`config.mk`:
```
export PLATFORM = sky130hd
export DESIGN_NAME = self_attention_seq
export DESIGN_NICKNAME = d
export VERILOG_FILES = /design/src/rtl/self_attention_seq.sv
export SDC_FILE = /design/constraint.sdc
export NUM_CORES = 1
export LEC_CHECK = 0
export ABC_CLOCK_PERIOD_IN_PS = 4400
export BUFFER_PORTS_ARGS = -buffer_cell sky130_fd_sc_hd__buf_2
export CAP_MARGIN = 15
export CORE_MARGIN = 2
export CORE_UTILIZATION = 50
export DETAILED_ROUTE_END_ITERATION = 12
export GPL_TIMING_DRIVEN = 0
export PLACE_DENSITY_LB_ADDON = 0.15
export SETUP_SLACK_MARGIN = 0.02
export SYNTH_ARGS = -nofsm -noshare
export SYNTH_HDL_FRONTEND = slang
export SYNTH_SLANG_ARGS = --single-unit
```
`constraint.sdc`:
```
create_clock -name clk -period 4.4 [get_ports clk]
set_clock_uncertainty 0.1 [all_clocks]
set_input_delay 0.66 -clock clk [delete_from_list [all_inputs] [get_ports clk]]
set_output_delay 0.66 -clock clk [all_outputs]
set_load 0.01 [all_outputs]
```
`src/rtl/self_attention_seq.sv`:
```
// Slice-level sequencer for one self-attention head: walks every row slice through
// QKV -> score -> softmax -> score*V -> b2r drain, then pulses the b2r soft reset.
module self_attention_seq #(
    parameter int NUM_SLICES    = 4,
    parameter int SLICE_W       = 2,
    parameter int RST_PULSE_LEN = 2
) (
    input  logic               clk,
    input  logic               rst_n,
    input  logic               start,
    output logic               busy,
    output logic               done,
    output logic               err,
    output logic [SLICE_W-1:0] slice_idx,
    output logic               qkv_start,
    input  logic               qkv_done,
    output logic               score_start,
    input  logic               score_done,
    output logic               softmax_start,
    input  logic               softmax_done,
    output logic               av_start,
    input  logic               av_done,
    input  logic               slice_done_b2r_wrap,
    output logic               internal_rst_n_b2r
);

    localparam int CNT_W = (RST_PULSE_LEN > 1) ? $clog2(RST_PULSE_LEN) : 1;
    localparam logic [SLICE_W-1:0] LAST_SLICE = SLICE_W'(NUM_SLICES - 1);
    localparam logic [CNT_W-1:0]   LAST_CNT   = CNT_W'(RST_PULSE_LEN - 1);

    typedef enum logic [2:0] {
        S_IDLE,
        S_QKV,
        S_SCORE,
        S_SOFTMAX,
        S_AV,
        S_B2R_WAIT,
        S_B2R_RST
    } state_t;

    state_t           state;
    logic [CNT_W-1:0] rst_cnt;
    logic             stray_done;

    // A stage completion outside its own stage is a protocol violation.
    assign stray_done = (qkv_done     && (state != S_QKV))     ||
                        (score_done   && (state != S_SCORE))   ||
                        (softmax_done && (state != S_SOFTMAX)) ||
                        (av_done      && (state != S_AV));

    // NOTE: every register here is state, so all assignments are non-blocking;
    // the pulse outputs get a default at the top and are raised only on a transition.
    always_ff @(posedge clk or negedge rst_n) begin
        if (!rst_n) begin
            state              <= S_IDLE;
            rst_cnt            <= '0;
            busy               <= 1'b0;
            done               <= 1'b0;
            err                <= 1'b0;
            slice_idx          <= '0;
            qkv_start          <= 1'b0;
            score_start        <= 1'b0;
            softmax_start      <= 1'b0;
            av_start           <= 1'b0;
            internal_rst_n_b2r <= 1'b0;
        end else begin
            qkv_start          <= 1'b0;
            score_start        <= 1'b0;
            softmax_start      <= 1'b0;
            av_start           <= 1'b0;
            done               <= 1'b0;
            internal_rst_n_b2r <= 1'b1;

            if (stray_done) begin
                err <= 1'b1;
            end

            case (state)
                S_IDLE: begin
                    if (start) begin
                        state     <= S_QKV;
                        slice_idx <= '0;
                        err       <= 1'b0;
                        busy      <= 1'b1;
                        qkv_start <= 1'b1;
                    end
                end
                S_QKV: begin
                    if (qkv_done) begin
                        state       <= S_SCORE;
                        score_start <= 1'b1;
                    end
                end
                S_SCORE: begin
                    if (score_done) begin
                        state         <= S_SOFTMAX;
                        softmax_start <= 1'b1;
                    end
                end
                S_SOFTMAX: begin
                    if (softmax_done) begin
                        state    <= S_AV;
                        av_start <= 1'b1;
                    end
                end
                S_AV: begin
                    if (av_done) begin
                        state <= S_B2R_WAIT;
                    end
                end
                S_B2R_WAIT: begin
                    if (slice_done_b2r_wrap) begin
                        state              <= S_B2R_RST;
                        rst_cnt            <= '0;
                        internal_rst_n_b2r <= 1'b0;
                    end
                end
                S_B2R_RST: begin
                    if (rst_cnt == LAST_CNT) begin
                        if (slice_idx == LAST_SLICE) begin
                            state <= S_IDLE;
                            busy  <= 1'b0;
                            done  <= 1'b1;
                        end else begin
                            state     <= S_QKV;
                            slice_idx <= slice_idx + 1'b1;
                            qkv_start <= 1'b1;
                        end
                    end else begin
                        rst_cnt            <= rst_cnt + 1'b1;
                        internal_rst_n_b2r <= 1'b0;
                    end
                end
                default: begin
                    state <= S_IDLE;
                    busy  <= 1'b0;
                end
            endcase
        end
    end

endmodule

```
== Yosys cells after proc, flatten, opt, wreduce, memory -nomap -nowiden ==
Cells that the tools add are included.
Cells by class
  muxes and demuxes: 39
  multipliers: 0
  reductions and logical operators: 15
  divide/modulo/power cells: 0
  equality and inequality tests: 20
  shift-type cells: 0
  add/subtract/negate cells: 2
  magnitude comparators: 0
  bitwise logic cells: 1
Operator list (count)
  1-bit 2-to-1 mux: 23
  3-bit 2-to-1 mux: 7
  3-bit one-hot mux with 7 select lines: 1
  2-bit inequality test, second input constant: 9
  3-bit == test, second input constant: 3
  4-bit AND reduction: 2
  7-bit AND reduction: 1
  3-bit by 2-bit == test with 1-bit output, second input constant: 2
  2-bit 2-to-1 mux: 3
  3-bit by 2-bit inequality test with 1-bit output, second input constant: 2
  1-bit one-hot mux with 2 select lines: 3
  5-bit OR reduction: 1
  1-bit logical AND: 4
  2-bit one-hot mux with 2 select lines: 1
  2-bit nonzero test: 2
  3-bit by 1-bit == test with 1-bit output, second input constant: 1
  3-bit logical NOT: 1
  1-bit logical OR: 3
  3-bit by 1-bit inequality test with 1-bit output, second input constant: 1
  3-bit inequality test, second input constant: 1
  1-bit one-hot mux with 3 select lines: 1
  2-bit by 1-bit adder with 2-bit output, second input constant: 1
  2-bit == test, second input constant: 1
  2-bit AND reduction: 1
  2 further kinds: 2
Word-level totals
  memory bits (read-only): 0
  output and inout bits: 10
  input bits: 8
  bits in latches: 0
  memory bits (writable): 0
  memories kept: 0
  logic and storage cells: 88
  register bits: 14

== Logic depth before layout (Yosys ltp) ==
Gate-level depths: netlist of the first run.
  depth after elaboration: 8
  gate-level depth with buffers: 4
  gate-level depth less buffers: 4

== Worst setup path before layout of the first run ==
OpenSTA, ideal clock, no wires.
  kind: input-to-reg
  from: in start
  to: reg slice_idx[0]
  stages on the path: 3
  required time: 4.162 ns
  path buffers: 0
  path slack: 2.852 ns
  library setup time: 0.138 ns
  arrival time: 1.310 ns
  cell sequence: or4b_4 > o31ai_1 > mux2i_2
On the way
  longest elaborated chain between the ends: 2
RTL lines
  start: declaration: RTL line 10  | input logic start,
  2-bit inequality test (no source line)
  4-bit AND reduction (no source line)
  end signal: assignment: RTL line 126  | slice_idx <= slice_idx + 1'b1;
  end: declaration: RTL line 14  | output logic [SLICE_W-1:0] slice_idx,
Every way passes these cells.
A chain may end at the register's enable or synchronous reset.

== Worst setup path after layout of the first run ==
  from: reg slice_idx[0]
  to: out slice_idx[0]
No word-level cell between the ends.

==> summary.md, run 1 <==
| Metric | Value |
|---|---|
| Outcome | completed |
| Static Leak | 0.433 nW |
| Max-cap violations | 0 |
| Multiplexer share of the synthesized area | 0.0979 |
| FMAX | 624 MHz |
| Avg Synthesized Cell Area | 10.2 um^2 |
| Max stage delay cell, worst path | dfrtp_1 |
| Setup TNS | 0 ns |
| 1st-iter DRT viols | 15 |
| Mapped Nets | 79 |
| Worst endpoint required time | 3.64 ns |
| Largest family of logic cells by synthesized area | simple AND/OR/NAND/NOR gates |
| Residual DRC | 0 |
| R2r worst-path depth | 3 |
| Largest net degree at the start of global routing | 15 |
| Cell Area, Synth | 716 um^2 |
| Warnings, synthesis | 0 |
| Seq cells post-synth | 14 |
| Main synth FF type | dfrtp_1 |
| Initial core utilization | 0.543 |
| Cells after Synth | 70 |
| Post-synth EDFFs | 0 |
| Largest delay share family, worst path | flip-flops |
| Die Span X | 41.8 um |
| Ratio of cells with drive above 1 in the final layout | 0.289 |
| Tot Pwr | 0.000527 W |
| Fin crit share | 0.364 |
| CTS tree | yes |
| Worst-path clk slew | 0.09 ns |
| CP Capture Type | output pin |
| Worst path max stage delay | 0.41 ns |
| Worst Hold Class | primary input to async pin |
| Setup violations, final | 0 |
| 1st-pass router iterations | 4 |
| Most frequent cells in the layout | buf_2 (18), dfrtp_1 (14), nor2_1 (9) |
| Setup Buffers After CTS | 0 |
| Endpoints failing hold | 0 |
| Adder-Cell Fraction of Synth Area | 0.0175 |
| Antenna violations before repair | 0 |
| DIE AREA | 1750 um^2 |
| Drt wl/cell | 14.9 um |
| Chip Height | 41.8 um |
| Antenna cells | 0 |
| Via density | 5.78 |
| Layout area overhead | 17.7% |
| Slew margin rel. | 0.751 |
| Reg-to-reg setup timing slack | 2.86 ns |
| Final HPWL DP | 1090 um |
| Final wirelength | 1570 um |
| GRT overflow | 0 |
| Overall Global Routing Usage | 0.188 |
| Hold_buf cts | 0 |
| CP Launch Type | register |
| Crit-path cells | buf_2 |
| Clock Latency Late Sink | 0.29 ns |
| Pwr per Cell Area | 626 nW/um^2 |
| Worst R2R End | slice_idx[0]$_DFFE_PN0P_ |
| Post-Synth Simple-Gate Area | 0.187 |
| Floorplan row count | 13 |
| Commonest non-fill, non-tap cell in the layout | buf_2 |
| Level count of the clock H-tree | 1 |
| Post-synth ARST share | 1.00 |
| Gpl congestion | 0.837 |
| Root Driver | clkbuf_4 |
| Cell variety after synth | 31 |
| Slew Viols, Final | 0 |
| Max clock buf depth | 2 |
| Maximum fanout along the worst path | 3 |
| Worst IR Drop VDD | 0.294 mV |
| Critical path class | register to output pin |
| Vias in the first global route | 535 |
| Slew @ Worst Pin | 0.373 ns |
| Detailed-route via count | 607 |
| # resized after CTS | 0 |
| RSZ-0062 raised after global routing | false |
| Nets@finish | 101 |
| Arrival @ worst endpoint | 0.84 ns |
| I/O Buffers | 17 |
| CP bufs+invs | 1 |
| CORE AREA | 1320 um^2 |
| Final min period | 1.60 ns |
| First-pass GRT wire length | 2390 um |
| Worst r2r src | state[1]$_DFFE_PN0P_ |
| Post-synthesis compound-gate area fraction | 0.159 |
| Clock buffer count from CTS | 3 |
| I/O pin count | 18 |
| XOR/XNOR Fraction of Synth Area | 0 |
| Clock sink count | 14 |
| Post-route antenna net violation count | 0 |
| Seq/Total Area, Yosys | 0.490 |
## worst max-delay path by stage
| stage | start | to | slack [ns] | cells past startpoint |
|---|---|---|---|---|
| finish | slice_idx[0]$_DFFE_PN0P_ | slice_idx[0] | 2.80 | 1 |
| global route | slice_idx[0]$_DFFE_PN0P_ | slice_idx[0] | 2.77 | 1 |
| CTS | slice_idx[0]$_DFFE_PN0P_ | slice_idx[0] | 2.79 | 1 |
| detailed placement | score_done | state[0]$_DFFE_PN0P_ | 2.67 | 4 |
| global placement | start | slice_idx[0]$_DFFE_PN0P_ | 2.71 | 4 |
| floorplan | start | slice_idx[0]$_DFFE_PN0P_ | 2.85 | 3 |
## registers in the layout, summed over array words and instances, names as in the netlist
signal              flops
softmax_start           1
state                   3
rst_cnt                 1
done                    1
qkv_start               1
score_start             1
slice_idx               2
err                     1
internal_rst_n_b2r      1
busy                    1
av_start                1
## synth_stat cells, types with 2 or more instances
| cell | instances | area share |
|---|---|---|
| a21oi_1 | 5 | 0.035 |
| a31oi_1 | 2 | 0.017 |
| o21ai_0 | 4 | 0.028 |
| nand2_1 | 4 | 0.021 |
| nand2b_1 | 2 | 0.017 |
| mux2i_1 | 3 | 0.042 |
| dfrtp_1 | 14 | 0.49 |
| inv_1 | 5 | 0.026 |
| nor2_1 | 9 | 0.047 |
## report_power, final
group,leakage (nW),switching [W],total (W),internal [W]
Sequential,0.177,0.0000435,0.000215,0.000171
Clock,0.0138,0.0000415,0.0000734,0.0000318
Combinational,0.242,0.000126,0.000239,0.000113
## logic make-up after synthesis
| group | Yosys count |
|---|---|
| adder cells (fa/ha/maj) | 1 |
| AND/OR/NAND/NOR | 24 |
| multiplexers | 5 |
| buffers and inverters | 8 |
| flip-flops | 14 |
| AO/OA/AOI/OAI | 18 |
## metrics by stage
step           cell area, um^2  utilization  setup slack, ns  hold WS [ns]  std cells
6_report                   842        0.639             2.80         0.153        105
3_5_place_dp               820        0.622             2.67         0.411        102
2_1_floorplan              716            -             2.85         0.264         70
4_1_cts                    842        0.639             2.79         0.167        105
5_1_grt                    842        0.639             2.77         0.192        105
3_3_place_gp               820        0.622             2.71         0.400        102
## layout make-up
| type | count | area [um^2] |
|---|---|---|
| clock buffer | 3 | 22.5 |
| fill | 110 | 475 |
| timing repair buffer | 17 | 85.1 |
| buffer | 3 | 16.3 |
| sequential | 14 | 350 |
| multi-input combinational | 48 | 330 |
| inverter | 5 | 18.8 |
| tap | 15 | 18.8 |
## routing by layer
metal,wire length (um),vias up,GRT usage
li1,-,293,-
met1,661,279,0.241
met2,756,30,0.284
met3,113,5,0.0522
met4,36,0,0.103
met5,0,-,0
No activity file was read; power rests on OpenSTA's default activity.
==> inputs of run 2 (changes only) <==
Settings changed: ABC_CLOCK_PERIOD_IN_PS 4400 to 1490.
Clock period 4.4 ns to 1.49 ns, I/O delays scaled along.
==> run 2 against run 1 <==
Against the previous run:
- sequential power rose to 2.9 times the previous value
- sequential share of layout area is 3.2 points lower
- core utilization is 6.0 points higher
- routed wire length increased by 9.3%
- final cell count is 7.6% higher
- clock power grew to 2.9 times the previous value
- register-to-register slack got worse by 2.8 ns
- power rose to 3.3 times the previous value
- count of clock-buffer cells in the layout unchanged
- first-iteration DRC count is 6.7% higher
- critical path depth grew 2
- largest power group unchanged
==> summary.md, run 2 (synthesized netlist as in run 1, its figures left out) <==
| Metric | Value |
|---|---|
| Outcome | completed (unchanged) |
| Top reg by flops | state (unchanged) |
| GRT overflow | 0 (unchanged) |
| Nets@finish | 109 (was 101) |
| Largest register FFs | 3 (unchanged) |
| Max clock buf depth | 2 (unchanged) |
| RSZ-0062 raised after global routing | true (was false) |
| Ratio of cells with drive above 1 in the final layout | 0.429 (was 0.289) |
| Final cell count without fillers | 113 (was 105) |
| Fin crit share | 0.964 |
| Final wirelength | 1720 um (was 1570 um) |
| Arrival @ worst endpoint | 1.49 ns (was 0.84 ns) |
| R2r worst-path depth | 3 (unchanged) |
| Clock sink count | 14 (unchanged) |
| DIE AREA | 1750 um^2 (unchanged) |
| Antenna cells | 0 (unchanged) |
| Final min period | 1.44 ns |
| Detailed-route via count | 643 (was 607) |
| I/O pin count | 18 (unchanged) |
| Drt wl/cell | 15.2 um (was 14.9 um) |
| Largest net degree at the start of global routing | 15 (unchanged) |
| Worst R2R End | slice_idx[0]$_DFFE_PN0P_ (unchanged) |
| Reg-to-reg setup timing slack | 0.05 ns (was 2.86 ns) |
| Placed cell count | 102 (unchanged) |
| Level count of the clock H-tree | 1 (unchanged) |
| Residual DRC | 0 (unchanged) |
| Core Util, Final | 0.699 (was 0.639) |
| Overall Global Routing Usage | 0.195 (was 0.188) |
| Worst endpoint required time | 1.55 ns (was 3.64 ns) |
| Slew Viols, Final | 0 (unchanged) |
| Hold depth | 2 |
| Worst Hold Class | primary input to register (was primary input to async pin) |
| Critical path class | register to register (was register to output pin) |
| I/O Buffers | 17 (unchanged) |
| Floorplan row count | 13 (unchanged) |
| Pwr per Cell Area | 1900 nW/um^2 (was 626 nW/um^2) |
| WHS Endpoint | score_start$_DFF_PN0_ |
| Biggest regs | state: 3 flops, slice_idx: 2 flops (unchanged) |
| Clock buffer count from CTS | 3 (unchanged) |
| CORE AREA | 1320 um^2 (unchanged) |
| FMAX | 696 MHz |
| Final HPWL DP | 1090 um (unchanged) |
| Initial core utilization | 0.543 (unchanged) |
| Post-route antenna net violation count | 0 (unchanged) |
| Clock Latency Late Sink | 0.28 ns (was 0.29 ns) |
| Layout area overhead | 28.7% (was 17.7%) |
| Gpl congestion | 0.837 (unchanged) |
| Cell area after placement | 820 um^2 (unchanged) |
| CTS tree | yes (unchanged) |
| Most frequent cells in the layout | buf_2 (18), dfrtp_1 (11), nor2_1 (9) (was buf_2 (18), dfrtp_1 (14), nor2_1 (9)) |
| Die Span X | 41.8 um (unchanged) |
| Root Driver | clkbuf_4 (unchanged) |
| Maximum fanout along the worst path | 4 (was 3) |
| Static Leak | 0.465 nW (was 0.433 nW) |
| Slew margin rel. | 0.741 (was 0.751) |
| Worst-path clk slew | 0.08 ns (was 0.09 ns) |
| Endpoints failing hold | 0 (unchanged) |
| Antenna violations before repair | 0 (unchanged) |
| Slew @ Worst Pin | 0.389 ns (was 0.373 ns) |
| First-pass GRT wire length | 2500 um (was 2390 um) |
| Fillers | 107 (was 110) |
| Worst r2r src | state[0]$_DFFE_PN0P_ (was state[1]$_DFFE_PN0P_) |
| Via density | 5.69 (was 5.78) |
| 1st-iter DRT viols | 16 (was 15) |
| CP Launch Type | register (unchanged) |
| Vias in the first global route | 542 (was 535) |
| Finished Cell Area | 921 um^2 (was 842 um^2) |
| Chip Height | 41.8 um (unchanged) |
| Setup violations, final | 0 (unchanged) |
| Max-cap violations | 0 (unchanged) |
| CP Capture Type | register (was output pin) |
| Worst IR Drop VDD | 0.958 mV (was 0.294 mV) |
| Hold wc startpoint | qkv_done |
| Commonest non-fill, non-tap cell in the layout | buf_2 (unchanged) |
| 1st-pass router iterations | 4 (unchanged) |
run 2: worst max-delay path by stage:
stage	to	from	slack [ns]
after CTS	slice_idx[0]$_DFFE_PN0P_	state[0]$_DFFE_PN0P_	0.01
after global placement	slice_idx[0]$_DFFE_PN0P_	state[1]$_DFFE_PN0P_	-0.009
after floorplan	state[0]$_DFFE_PN0P_	slice_idx[0]$_DFFE_PN0P_	0.04
after global routing	state[0]$_DFFE_PN0P_	state[2]$_DFFE_PN0P_	0.01
final	slice_idx[0]$_DFFE_PN0P_	state[0]$_DFFE_PN0P_	0.05
after detailed placement	slice_idx[0]$_DFFE_PN0P_	state[1]$_DFFE_PN0P_	-0.02
run 2: final cells by class:
| class | count | area, um^2 | share of cell area |
|---|---|---|---|
| tap | 15 | 18.8 | 0.0204 |
| timing repair buffer | 25 | 148 | 0.160 |
| inverter | 5 | 18.8 | 0.0204 |
| sequential | 14 | 354 | 0.385 |
| buffer | 3 | 20.0 | 0.0217 |
| clock buffer | 3 | 22.5 | 0.0245 |
| multi-input combinational | 48 | 339 | 0.368 |
run 2: metal layers:
layer | part of all wire | track usage
met3 | 0.051 | 0.0478
met2 | 0.49 | 0.297
met5 | 0 | 0
met1 | 0.43 | 0.252
met4 | 0.030 | 0.110
run 2: what timing repair did:
action,4_1_cts,5_1_grt
gates cloned,0,0
pin swaps,0,1
hold buffers,1,0
endpoints found under the hold margin,14,0
setup buffers,3,4
resized for setup,4,6
setup endpoints to repair,3,3
run 2: worst max-delay path: stages, from the launching register on:
cell and delay (ns):
dfrtp_2 0.43, or4b_4 0.58, o31ai_2 0.10, mux2i_2 0.11
run 2: stage by stage:
| step | TNS (ns) | worst slack (ns) | power, W | hold WS, ns |
|---|---|---|---|---|
| 4_1_cts | 0 | 0.0105 | 0.00163 | 0.129 |
| 3_3_place_gp | -0.00916 | -0.00916 | 0.00131 | 0.0295 |
| 3_5_place_dp | -0.0262 | -0.0248 | 0.00134 | 0.0338 |
| 5_1_grt | 0 | 0.0133 | 0.00185 | 0.139 |
| 6_report | 0 | 0.0535 | 0.00175 | 0.133 |
| 2_1_floorplan | 0 | 0.0396 | 0.00112 | -0.172 |
run 2: where the power goes:
group          switching (W)  total [W]  internal [W]
logic               0.000450   0.000911      0.000461
registers           0.000108   0.000622      0.000514
clock network       0.000119   0.000213     0.0000939
==> inputs of run 3 (changes only) <==
Settings changed: CORE_ASPECT_RATIO set to 1.2, CORE_UTILIZATION 50 to 30.
==> run 3 against run 2 <==
Against the previous run:
- die area up 60%
- flip-flop and latch count unchanged
- hold slack worse by 0.016 ns
- core utilization down 29 points
- count of clock-buffer cells in the layout unchanged
- routed wire length up 0.76%
- fmax up 0.54%
- critical path depth up 1
- clock power up 4%
- power down 1.3%
- sequential power about the same
- critical endpoint is now state[0]$_DFFE_PN0P_
==> summary.md, run 3 (synthesized netlist as in run 1, its figures left out) <==
| Metric | Value |
|---|---|
| Slew Viols, Final | 0 (unchanged) |
| Root Driver | clkbuf_4 (unchanged) |
| Post-route antenna net violation count | 0 (unchanged) |
| Final wirelength | 1730 um (was 1720 um) |
| Top reg by flops | state (unchanged) |
| I/O pin count | 18 (unchanged) |
| Core Util, Final | 0.412 (was 0.699) |
| Outcome | completed (unchanged) |
| Static Leak | 0.460 nW (was 0.465 nW) |
| Clock buffer count from CTS | 3 (unchanged) |
| Nets@finish | 107 (was 109) |
| Fillers | 257 (was 107) |
| DIE AREA | 2790 um^2 (was 1750 um^2) |
| Residual DRC | 0 (unchanged) |
| Worst IR Drop VDD | 1.00 mV (was 0.958 mV) |
| Register area | 353 um^2 (was 354 um^2) |
| 1st-pass router iterations | 4 (unchanged) |
| Slew @ Worst Pin | 0.389 ns (about the same) |
| Slew margin rel. | 0.741 (about the same) |
| Arrival @ worst endpoint | 1.49 ns (about the same) |
| 1st-iter DRT viols | 7 (was 16) |
| Fin crit share | 0.959 (was 0.964) |
| Hold wc startpoint | score_done (was qkv_done) |
| Max clock buf depth | 2 (unchanged) |
| Final HPWL DP | 1140 um (was 1090 um) |
| Ratio of cells with drive above 1 in the final layout | 0.406 (was 0.429) |
| Reg-to-reg setup timing slack | 0.06 ns (was 0.05 ns) |
| Level count of the clock H-tree | 1 (unchanged) |
| Final min period | 1.43 ns (was 1.44 ns) |
| WHS Endpoint | softmax_start$_DFF_PN0_ (was score_start$_DFF_PN0_) |
| Worst-path clk slew | 0.09 ns (was 0.08 ns) |
| Critical path class | register to register (unchanged) |
| Most frequent cells in the layout | buf_2 (18), dfrtp_1 (12), nor2_1 (9) (was buf_2 (18), dfrtp_1 (11), nor2_1 (9)) |
| R2r worst-path depth | 4 (was 3) |
| Detailed-route via count | 624 (was 643) |
| Antenna cells | 0 (unchanged) |
| CTS tree | yes (unchanged) |
| Clock sink count | 14 (unchanged) |
| CP Launch Type | register (unchanged) |
| Vias in the first global route | 614 (was 542) |
| Antenna violations before repair | 0 (unchanged) |
| Drt wl/cell | 13.6 um (was 15.2 um) |
| RSZ-0062 raised after global routing | false (was true) |
| Tot Pwr | 0.00172 W (was 0.00175 W) |
| Max-cap violations | 0 (unchanged) |
| CP Capture Type | register (unchanged) |
| FMAX | 700 MHz (was 696 MHz) |
| Largest register FFs | 3 (unchanged) |
| Hold depth | 3 (was 2) |
| Chip Height | 57.5 um (was 41.8 um) |
| Largest net degree at the start of global routing | 15 (unchanged) |
| Overall Global Routing Usage | 0.132 (was 0.195) |
| CORE AREA | 2280 um^2 (was 1320 um^2) |
| Initial core utilization | 0.314 (was 0.543) |
| Floorplan row count | 19 (was 13) |
| I/O Buffers | 17 (unchanged) |
| Die Span X | 48.6 um (was 41.8 um) |
| Worst r2r src | state[2]$_DFFE_PN0P_ (was state[0]$_DFFE_PN0P_) |
| Worst R2R End | state[0]$_DFFE_PN0P_ (was slice_idx[0]$_DFFE_PN0P_) |
| Maximum fanout along the worst path | 8 (was 4) |
| Biggest regs | state: 3 flops, slice_idx: 2 flops (unchanged) |
| Layout area overhead | 31.3% (was 28.7%) |
| Via density | 4.91 (was 5.69) |
| Gpl congestion | 0.814 (was 0.837) |
| Setup violations, final | 0 (unchanged) |
| Commonest non-fill, non-tap cell in the layout | buf_2 (unchanged) |
| Pwr per Cell Area | 1830 nW/um^2 (was 1900 nW/um^2) |
| First-pass GRT wire length | 2770 um (was 2500 um) |
| Endpoints failing hold | 0 (unchanged) |
| Clock Latency Late Sink | 0.28 ns (about the same) |
| Worst endpoint required time | 1.55 ns (about the same) |
| Multi-input logic area | 354 um^2 (was 339 um^2) |
| Worst Hold Class | primary input to register (unchanged) |
| GRT overflow | 0 (unchanged) |
## run 3: layout make-up
cell class | instances | share of cell area
flip-flops and latches | 14 | 0.375
repair buffers | 23 | 0.141
clock buffers | 3 | 0.0240
plain buffers | 3 | 0.0213
well taps | 31 | 0.0413
inverters | 5 | 0.0200
multi-input cells | 48 | 0.377
## run 3: power by group
part           switching, W  total, W  internal, W
combinational      0.000438  0.000880     0.000442
sequential         0.000111  0.000623     0.000512
clock              0.000128  0.000221    0.0000939
## run 3: timing repair
item                       in CTS  in global routing
setup buffers                   2                  3
setup endpoints to repair       3                  2
hold buffers                    1                  0
hold endpoints to repair       14                  0
resized for setup               4                  6
gates cloned                    0                  0
## run 3: critical path, cell delays in order, from the launching register on
cell     delay, ns
dfrtp_1       0.45
buf_6         0.17
inv_2         0.07
o21ai_1       0.07
mux4_2        0.45
## run 3: metal layers
metal | GRT usage | vias to the layer above | wire length [um]
met4 | 0.0980 | 0 | 39
met5 | 0 | - | 0
li1 | - | 300 | -
met3 | 0.0236 | 4 | 44
met2 | 0.230 | 11 | 890
met1 | 0.144 | 309 | 754
## run 3: worst max-delay path by stage
stage | start | to
2_1_floorplan | slice_idx[0]$_DFFE_PN0P_ | state[0]$_DFFE_PN0P_
3_3_place_gp | state[1]$_DFFE_PN0P_ | slice_idx[0]$_DFFE_PN0P_
3_5_place_dp | state[1]$_DFFE_PN0P_ | slice_idx[0]$_DFFE_PN0P_
4_1_cts | state[0]$_DFFE_PN0P_ | slice_idx[0]$_DFFE_PN0P_
5_1_grt | state[1]$_DFFE_PN0P_ | slice_idx[0]$_DFFE_PN0P_
6_report | state[2]$_DFFE_PN0P_ | state[0]$_DFFE_PN0P_
## run 3: metrics by stage
stage               cells  setup WS, ns  setup TNS (ns)  hold WS [ns]  cell area (um^2)
floorplan              70        0.0396               0        -0.172               716
global placement      118       -0.0327         -0.0327        0.0450               840
detailed placement    118       -0.0276         -0.0371        0.0467               840
CTS                   124        0.0335               0         0.136               895
global route          127        0.0267               0         0.110               940
finish                127        0.0612               0         0.117               940
